File: config.mk
export PLATFORM = sky130hd
export DESIGN_NAME = capture_ctrl
export DESIGN_NICKNAME = d
export VERILOG_FILES = /design/src/rtl/capture_ctrl.sv
export SDC_FILE = /design/constraint.sdc
export NUM_CORES = 1
export LEC_CHECK = 0
export BUFFER_PORTS_ARGS = -buffer_cell sky130_fd_sc_hd__buf_2
export CAP_MARGIN = 25
export CORE_MARGIN = 3
export CORE_UTILIZATION = 60
export DETAILED_ROUTE_END_ITERATION = 10
export GPL_TIMING_DRIVEN = 0
export PLACE_DENSITY = 0.81
export SYNTH_ARGS = -nofsm -noshare
export SYNTH_HDL_FRONTEND = slang
export SYNTH_SLANG_ARGS = --single-unit
File: constraint.sdc
create_clock -name adc_sampleclk -period 9 [get_ports adc_sampleclk]
set_input_delay 1.8 -clock adc_sampleclk [delete_from_list [all_inputs] [get_ports adc_sampleclk]]
set_output_delay 1.8 -clock adc_sampleclk [all_outputs]
set_load 0.02 [all_outputs]
File: src/rtl/capture_ctrl.sv
// Sequences one ADC capture: arm, wait for a trigger edge or auto-trigger, wait a sample offset,
// then hold adc_capture_go_o until the FIFO path reports stop.
module capture_ctrl #(
  parameter int unsigned OFFSET_W     = 32,
  parameter int unsigned TIMEOUT_W    = 32,
  parameter int unsigned BLANK_CYCLES = 2
) (
  input  logic                 adc_sampleclk,
  input  logic                 reset_n,
  input  logic                 arm_i,
  input  logic                 abort_i,
  input  logic                 trigger_i,
  input  logic                 trig_level_i,
  input  logic [OFFSET_W-1:0]  offset_i,
  input  logic [TIMEOUT_W-1:0] timeout_i,
  input  logic                 adc_capture_stop_i,
  output logic                 adc_capture_go_o,
  output logic                 adc_trig_status_o,
  output logic                 armed_o,
  output logic                 busy_o,
  output logic                 done_o,
  output logic                 timed_out_o
);

  localparam int unsigned BlankW = (BLANK_CYCLES < 1) ? 1 : $clog2(BLANK_CYCLES + 1);
  localparam logic [BlankW-1:0] BlankMax = BlankW'(BLANK_CYCLES);

  typedef enum logic [2:0] {StIdle, StArmed, StDelay, StCapture, StDone} state_e;

  state_e               state_q;
  logic                 trig_d_q;
  logic [TIMEOUT_W-1:0] tmo_cnt_q;
  logic [OFFSET_W-1:0]  dly_cnt_q;
  logic [OFFSET_W-1:0]  offset_q;
  logic [BlankW-1:0]    blank_cnt_q;
  logic                 go_q;
  logic                 trig_status_q;
  logic                 timed_out_q;

  logic trig_act;
  logic trig_edge;
  logic tmo_hit;
  logic dly_hit;
  logic blank_done;

  assign trig_act   = trig_level_i ? trigger_i : ~trigger_i;
  assign trig_edge  = trig_act & ~trig_d_q;
  assign tmo_hit    = (timeout_i != '0) && (tmo_cnt_q == timeout_i - TIMEOUT_W'(1));
  assign dly_hit    = (dly_cnt_q == offset_q - OFFSET_W'(1));
  assign blank_done = (blank_cnt_q == BlankMax);

  always_ff @(posedge adc_sampleclk or negedge reset_n) begin
    if (!reset_n) begin
      state_q       <= StIdle;
      trig_d_q      <= 1'b0;
      tmo_cnt_q     <= '0;
      dly_cnt_q     <= '0;
      offset_q      <= '0;
      blank_cnt_q   <= '0;
      go_q          <= 1'b0;
      trig_status_q <= 1'b0;
      timed_out_q   <= 1'b0;
    end else begin
      trig_d_q <= trig_act;
      if (abort_i) begin
        state_q       <= StIdle;
        go_q          <= 1'b0;
        trig_status_q <= 1'b0;
        tmo_cnt_q     <= '0;
        dly_cnt_q     <= '0;
        blank_cnt_q   <= '0;
      end else begin
        case (state_q)
          StIdle, StDone: begin
            if (arm_i) begin
              state_q       <= StArmed;
              // Pretend the level was already active so a pre-existing level cannot fire.
              trig_d_q      <= 1'b1;
              timed_out_q   <= 1'b0;
              trig_status_q <= 1'b0;
              tmo_cnt_q     <= '0;
            end
          end
          StArmed: begin
            if (trig_edge || tmo_hit) begin
              trig_status_q <= 1'b1;
              timed_out_q   <= ~trig_edge;
              offset_q      <= offset_i;
              dly_cnt_q     <= '0;
              blank_cnt_q   <= '0;
              if (offset_i != '0) begin
                state_q <= StDelay;
              end else begin
                state_q <= StCapture;
                go_q    <= 1'b1;
              end
            end else if (tmo_cnt_q != '1) begin
              tmo_cnt_q <= tmo_cnt_q + TIMEOUT_W'(1);
            end
          end
          StDelay: begin
            if (dly_hit) begin
              state_q     <= StCapture;
              go_q        <= 1'b1;
              blank_cnt_q <= '0;
            end else if (dly_cnt_q != '1) begin
              dly_cnt_q <= dly_cnt_q + OFFSET_W'(1);
            end
          end
          StCapture: begin
            // The FIFO stop flag lags go by a cycle, so ignore it while blanking.
            if (!blank_done) begin
              blank_cnt_q <= blank_cnt_q + BlankW'(1);
            end else if (adc_capture_stop_i) begin
              state_q <= StDone;
              go_q    <= 1'b0;
            end
          end
          default: state_q <= StIdle;
        endcase
      end
    end
  end

  assign adc_capture_go_o  = go_q;
  assign adc_trig_status_o = trig_status_q;
  assign armed_o           = (state_q == StArmed);
  assign busy_o            = (state_q == StArmed) || (state_q == StDelay) ||
                             (state_q == StCapture);
  assign done_o            = (state_q == StDone);
  assign timed_out_o       = timed_out_q;

endmodule

; ---- Yosys cells after proc, flatten, opt, wreduce, memory -nomap -nowiden
; Cells that the tools add are included.
[totals]
output_inout_bits = 6
word_cells = 101
reg_bits = 105
[classes]
n_eq_ne = 22
reduce_logical = 20
mux = 40
n_bitwise = 5
add_sub_neg = 5
[op_table]
columns = op, n
row1 = 32-bit two-way mux, 8
row2 = 32-bit one-hot mux with 2 select lines, 2
row3 = "32-bit by 1-bit adder with 32-bit output, second input constant", 2
row4 = 32-bit == test, 2
row5 = "32-bit inequality test, second input constant", 2
row6 = 32-bit nonzero test, 2
row7 = "32-bit by 1-bit subtractor with 32-bit output, second input constant", 2
row8 = "3-bit inequality test, second input constant", 9
row9 = 3-bit two-way mux, 6
row10 = 4-bit AND reduction, 4
row11 = 1-bit two-way mux, 15
row12 = 3-bit one-hot mux with 4 select lines, 1
row13 = 2-bit two-way mux, 4
row14 = "3-bit by 2-bit == test with 1-bit output, second input constant", 2
row15 = "3-bit by 2-bit inequality test with 1-bit output, second input constant", 2
row16 = 2-bit one-hot mux with 3 select lines, 1
row17 = 3-bit AND reduction, 2
row18 = 6-bit AND reduction, 1
row19 = 3-bit nonzero test, 2
row20 = 5-bit AND reduction, 1
row21 = 1-bit inverter, 4
row22 = 1-bit one-hot mux with 2 select lines, 2
row23 = 4-bit nonzero test, 1
row24 = "3-bit by 1-bit == test with 1-bit output, second input constant", 1
row25 = 12 further kinds, 14

; ---- Longest topological paths before layout
[depth]
depth_word = 7
mapped_depth = 15

; ---- Worst setup path after synthesis
; OpenSTA, ideal clock, no wires.
[synth_path]
kind = input port to flip-flop
startpoint = input port timeout_i[8]
endpoint = register offset_q[29]
t_arrival_ns = 5.098
required_ns = 8.875
slack_ns = 3.777
setup_time_ns = 0.125
path_stages = 11
path_cell_list = buf_2 or3_4 nor4_2 a21oi_1 or4_1 or4_1 or4_4 and2_4 nor2_4 buf_2 mux2_2
[synth_via]
elab_chain_cells = 5
[synth_lines]
columns = element, line_no
row1 = from (decl), 15  ; input logic [TIMEOUT_W-1:0] timeout_i,
row2 = 32-bit by 1-bit subtractor with 32-bit output, 48  ; assign tmo_hit = (timeout_i != '0) && (tmo_cnt_q == timeout_i - TIMEOUT_W'(1));
row3 = 32-bit == test, 48
row4 = 1-bit logical AND *, 48
row5 = 1-bit logical OR *, 85  ; if (trig_edge || tmo_hit) begin
row6 = 3-bit AND reduction (no line) *, n/a
row7 = to (signal assigned), 88  ; offset_q <= offset_i;
row8 = to (decl), 34  ; logic [OFFSET_W-1:0] offset_q;
; Every way passes the cells marked *; elsewhere a longest branch is shown, timed or not.
; A chain may end at the register's enable or synchronous reset.

; ---- Worst setup path after layout
[layout_path]
startpoint = input port timeout_i[0]
endpoint = register offset_q[30]
; The elaborated chain is that of the path after synthesis.

==> results.toml <==
[placed_design]
place_area_sq_um = 8450
placed_cells = 1155
gp_congestion = 0.902
port_buffers = 73
dp_slack_ns = 3.06
dp_hpwl_um = 14900

[setup_path]
path_class = "in -> reg"
critPathMaxStageDelay_ns = 0.61
ff2ff_path_depth = 13
worstPathCellList = "buf_2 -> inv_1 -> ha_1 -> nor3b_1 -> nand3_1 -> or4_1 -> a21oi_1 -> a211oi_1 -> or4_4 -> and2_4 -> nor2_4 -> buf_2 -> mux2_2"
critPathMaxFanout = 10
cp-end-kind = "register"
cp_common_cell = "buf_2"
cp_slowest_cell = "or4_4"
cp-start-kind = "primary input"
worstPathArrival_ns = 5.83
required_ns = 9.24

[clock_network]
cts_tree = "yes"
clk_pin_slew_worst_paths_ns = 0.07
cts-resized-gates = 0
root_buffer = "clkbuf_16"
cts_hold_buf = 0
cts_buffers = 9
htreeDepth = 3
postCtsSetupBuffers = 0
clk_latency_ns = 0.35
cts_max_path_buffers = 2
cts_sinks = 105

[layout]
regArea_sq_um = 2630
fill_cells = 1065
final_layout_size_suffix_gt1_share_pct = 16.8
final_core_utilization_pct = 69.4
area_growth_pct = 12.2
final_area_sq_um = 8790
antenna_cells = 0
multi_input_comb_area_sq_um = 4890
final_cells = 1171
num-nets-final = 1071

[drt]
viasPerCell = 6.21
routed_wl_um = 20000
met3_length_um = 969
wl_met2_um = 9800
avgRoutedWirePerCell_um = 17.1
drc = 0
dr.pass1.iters = 5
met1Wirelength_um = 8780
highest_layer = "met4"
drtIter0Drc = 560
via_count = 7267
drtAntennaViolNets = 0

[synthesis]
yosysSeqAreaShare_pct = 33.5
synth.distinct_cells = 83
synthAdderAreaFrac_pct = 0.958
synth_common_cells = "dfrtp_1 (105), nor2_1 (88), nand2_1 (70)"
async_reset_ff_share_pct = 100
yosysTopAreaCell = "dfrtp_1"
synth_top_family_by_area = "simple AND/OR/NAND/NOR gates"
muxShareOfSynthArea_pct = 4.84
synth_most_common_cell = "dfrtp_1"
avgSynthCellArea_sq_um = 8.62
yosysTopAreaCellShare_pct = 33.5
synth_edf_count = 0
syn_area_sq_um = 7840
netlist_instances = 909
synth.area.top_cells = "dfrtp_1 (34%), xnor2_1 (7.2%), xor2_1 (4.8%)"
syn_nets = 986
yosysWarnings = 0
synthXorXnorAreaFrac_pct = 12.0
synth-simple-area-share_pct = 31.8
synthFlopType = "dfrtp_1"
yosys_register_bits = 105
synth_compound_area_share_pct = 12.7

[sta]
finClkSkew_ns = 0.00642
rsz0062_at_grt = "no"
whs_ns = 0.472
slew_headroom_pct = 38.7
worstMarginPinSlew_ns = 0.913
max_freq_mhz = 179
fin_crit_ns = 5.59
finalSetupViolations = 0
drv_slew = 0
hold_violations = 0
final.period_utilization_pct = 62.1
worst_slack_ns = 3.41
fin_tns_setup_ns = 0

[outcome]
outcome = "complete, no violations"

[floorplan]
rows = 41
die_w_um = 120
dieArea_sq_um = 14500
die_h_um = 120
core_sq_um = 12700
start_util_pct = 61.8
io_pins = 77

[global_route]
groute.usage.overall_pct = 28.1
antenna_found_initial = 0
grt_pass1_wl_um = 33300
grt-ovfl-total = 0
first_global_vias = 6922
grt_max_degree = 63

[power_and_ir_drop]
powerDensity_nw_per_um2 = 180
leakagePower_nw = 3.41
total_power_mw = 1.58
ir_worst_vdd_mv = 0.118

[flow_run]
drv_cap = 0

[hold_path]
holdPathStages = 1
hold_class = "reg -> reg"
[worst paths after layout]
check                                      startpoint                    endpoint  slack, ns
min                        blank_cnt_q[0]$_DFFE_PN0P_  blank_cnt_q[0]$_DFFE_PN0P_       0.47
min in group asynchronous                     reset_n    offset_q[26]$_DFFE_PN0P_       1.55
max in group asynchronous                     reset_n    tmo_cnt_q[5]$_DFFE_PN0P_       6.76
min reg2reg                blank_cnt_q[0]$_DFFE_PN0P_  blank_cnt_q[0]$_DFFE_PN0P_       0.47
max reg2reg                   offset_q[2]$_DFFE_PN0P_   dly_cnt_q[29]$_DFFE_PN0P_       4.61
max                                      timeout_i[0]    offset_q[30]$_DFFE_PN0P_       3.41
[placed cells by master (no fill, tap or decap), types with 6 or more instances in the layout]
| cell type | count |
|---|---|
| dfrtp_1 | 105 |
| nor2_1 | 88 |
| buf_2 | 81 |
| nand2_1 | 70 |
| xnor2_1 | 64 |
| nor4_1 | 43 |
| xor2_1 | 43 |
| nand4_1 | 37 |
| a21oi_1 | 37 |
| nor3_1 | 33 |
| clkbuf_1 | 29 |
| mux2_2 | 28 |
| o21ai_0 | 27 |
| nand3_1 | 26 |
| or3_1 | 25 |
| inv_1 | 24 |
| and3_1 | 18 |
| or4_1 | 17 |
| nand2b_1 | 13 |
| and2_1 | 12 |
| o31ai_1 | 9 |
| nor4b_1 | 9 |
| clkbuf_16 | 9 |
| nand3b_1 | 7 |
| a211oi_1 | 7 |
| and4_1 | 6 |
| nand4b_1 | 6 |
| o211ai_1 | 6 |
| ha_1 | 6 |
[state kept, by name, indices dropped and copies added, names as in the netlist]
| register | flops |
|---|---|
| timed_out_o | 1 |
| dly_cnt_q | 32 |
| adc_trig_status_o | 1 |
| state_q | 3 |
| trig_d_q | 1 |
| tmo_cnt_q | 32 |
| adc_capture_go_o | 1 |
| offset_q | 32 |
| blank_cnt_q | 2 |
[critical path, delay by kind of cell]
kind / cells / cell delay, ns
and+or+nand+nor: 6 / 2.63
buffers and inverters: 3 / 0.55
muxes: 1 / 0.37
AOI/OAI and AO/OA: 2 / 0.26
adders and majority gates: 1 / 0.20
[where the power goes]
group / internal [mW] / switching (mW) / leakage, nW
logic: 0.226 / 0.290 / 1.83
registers: 0.539 / 0.0895 / 1.41
clock network: 0.267 / 0.173 / 0.169
[metal layers]
metal / up-vias / track usage, %
li1: 3528 / -
met1: 3479 / 36.9
met2: 225 / 47.5
met3: 35 / 5.33
met4: 0 / 8.36
met5: - / 0
[area by class of cell]
cell class | count | area share, %
sequential | 105 | 29.9
multi-input combinational | 734 | 55.6
tap | 172 | 2.45
buffer | 46 | 2.65
timing repair buffer | 74 | 4.50
inverter | 24 | 1.02
clock buffer | 12 | 3.03
clock inverter | 4 | 0.840
[cell families (layout without fill, tap and decap cells)]
kind of cell    after synthesis  in the layout
simple gates                443            443
compound gates              144            144
xor+xnor                    107            107
flops                       105            105
buf+inv                      70            160
mux                          34             34
fa+ha+maj                     6              6
No activity file was read; power rests on OpenSTA's default activity.
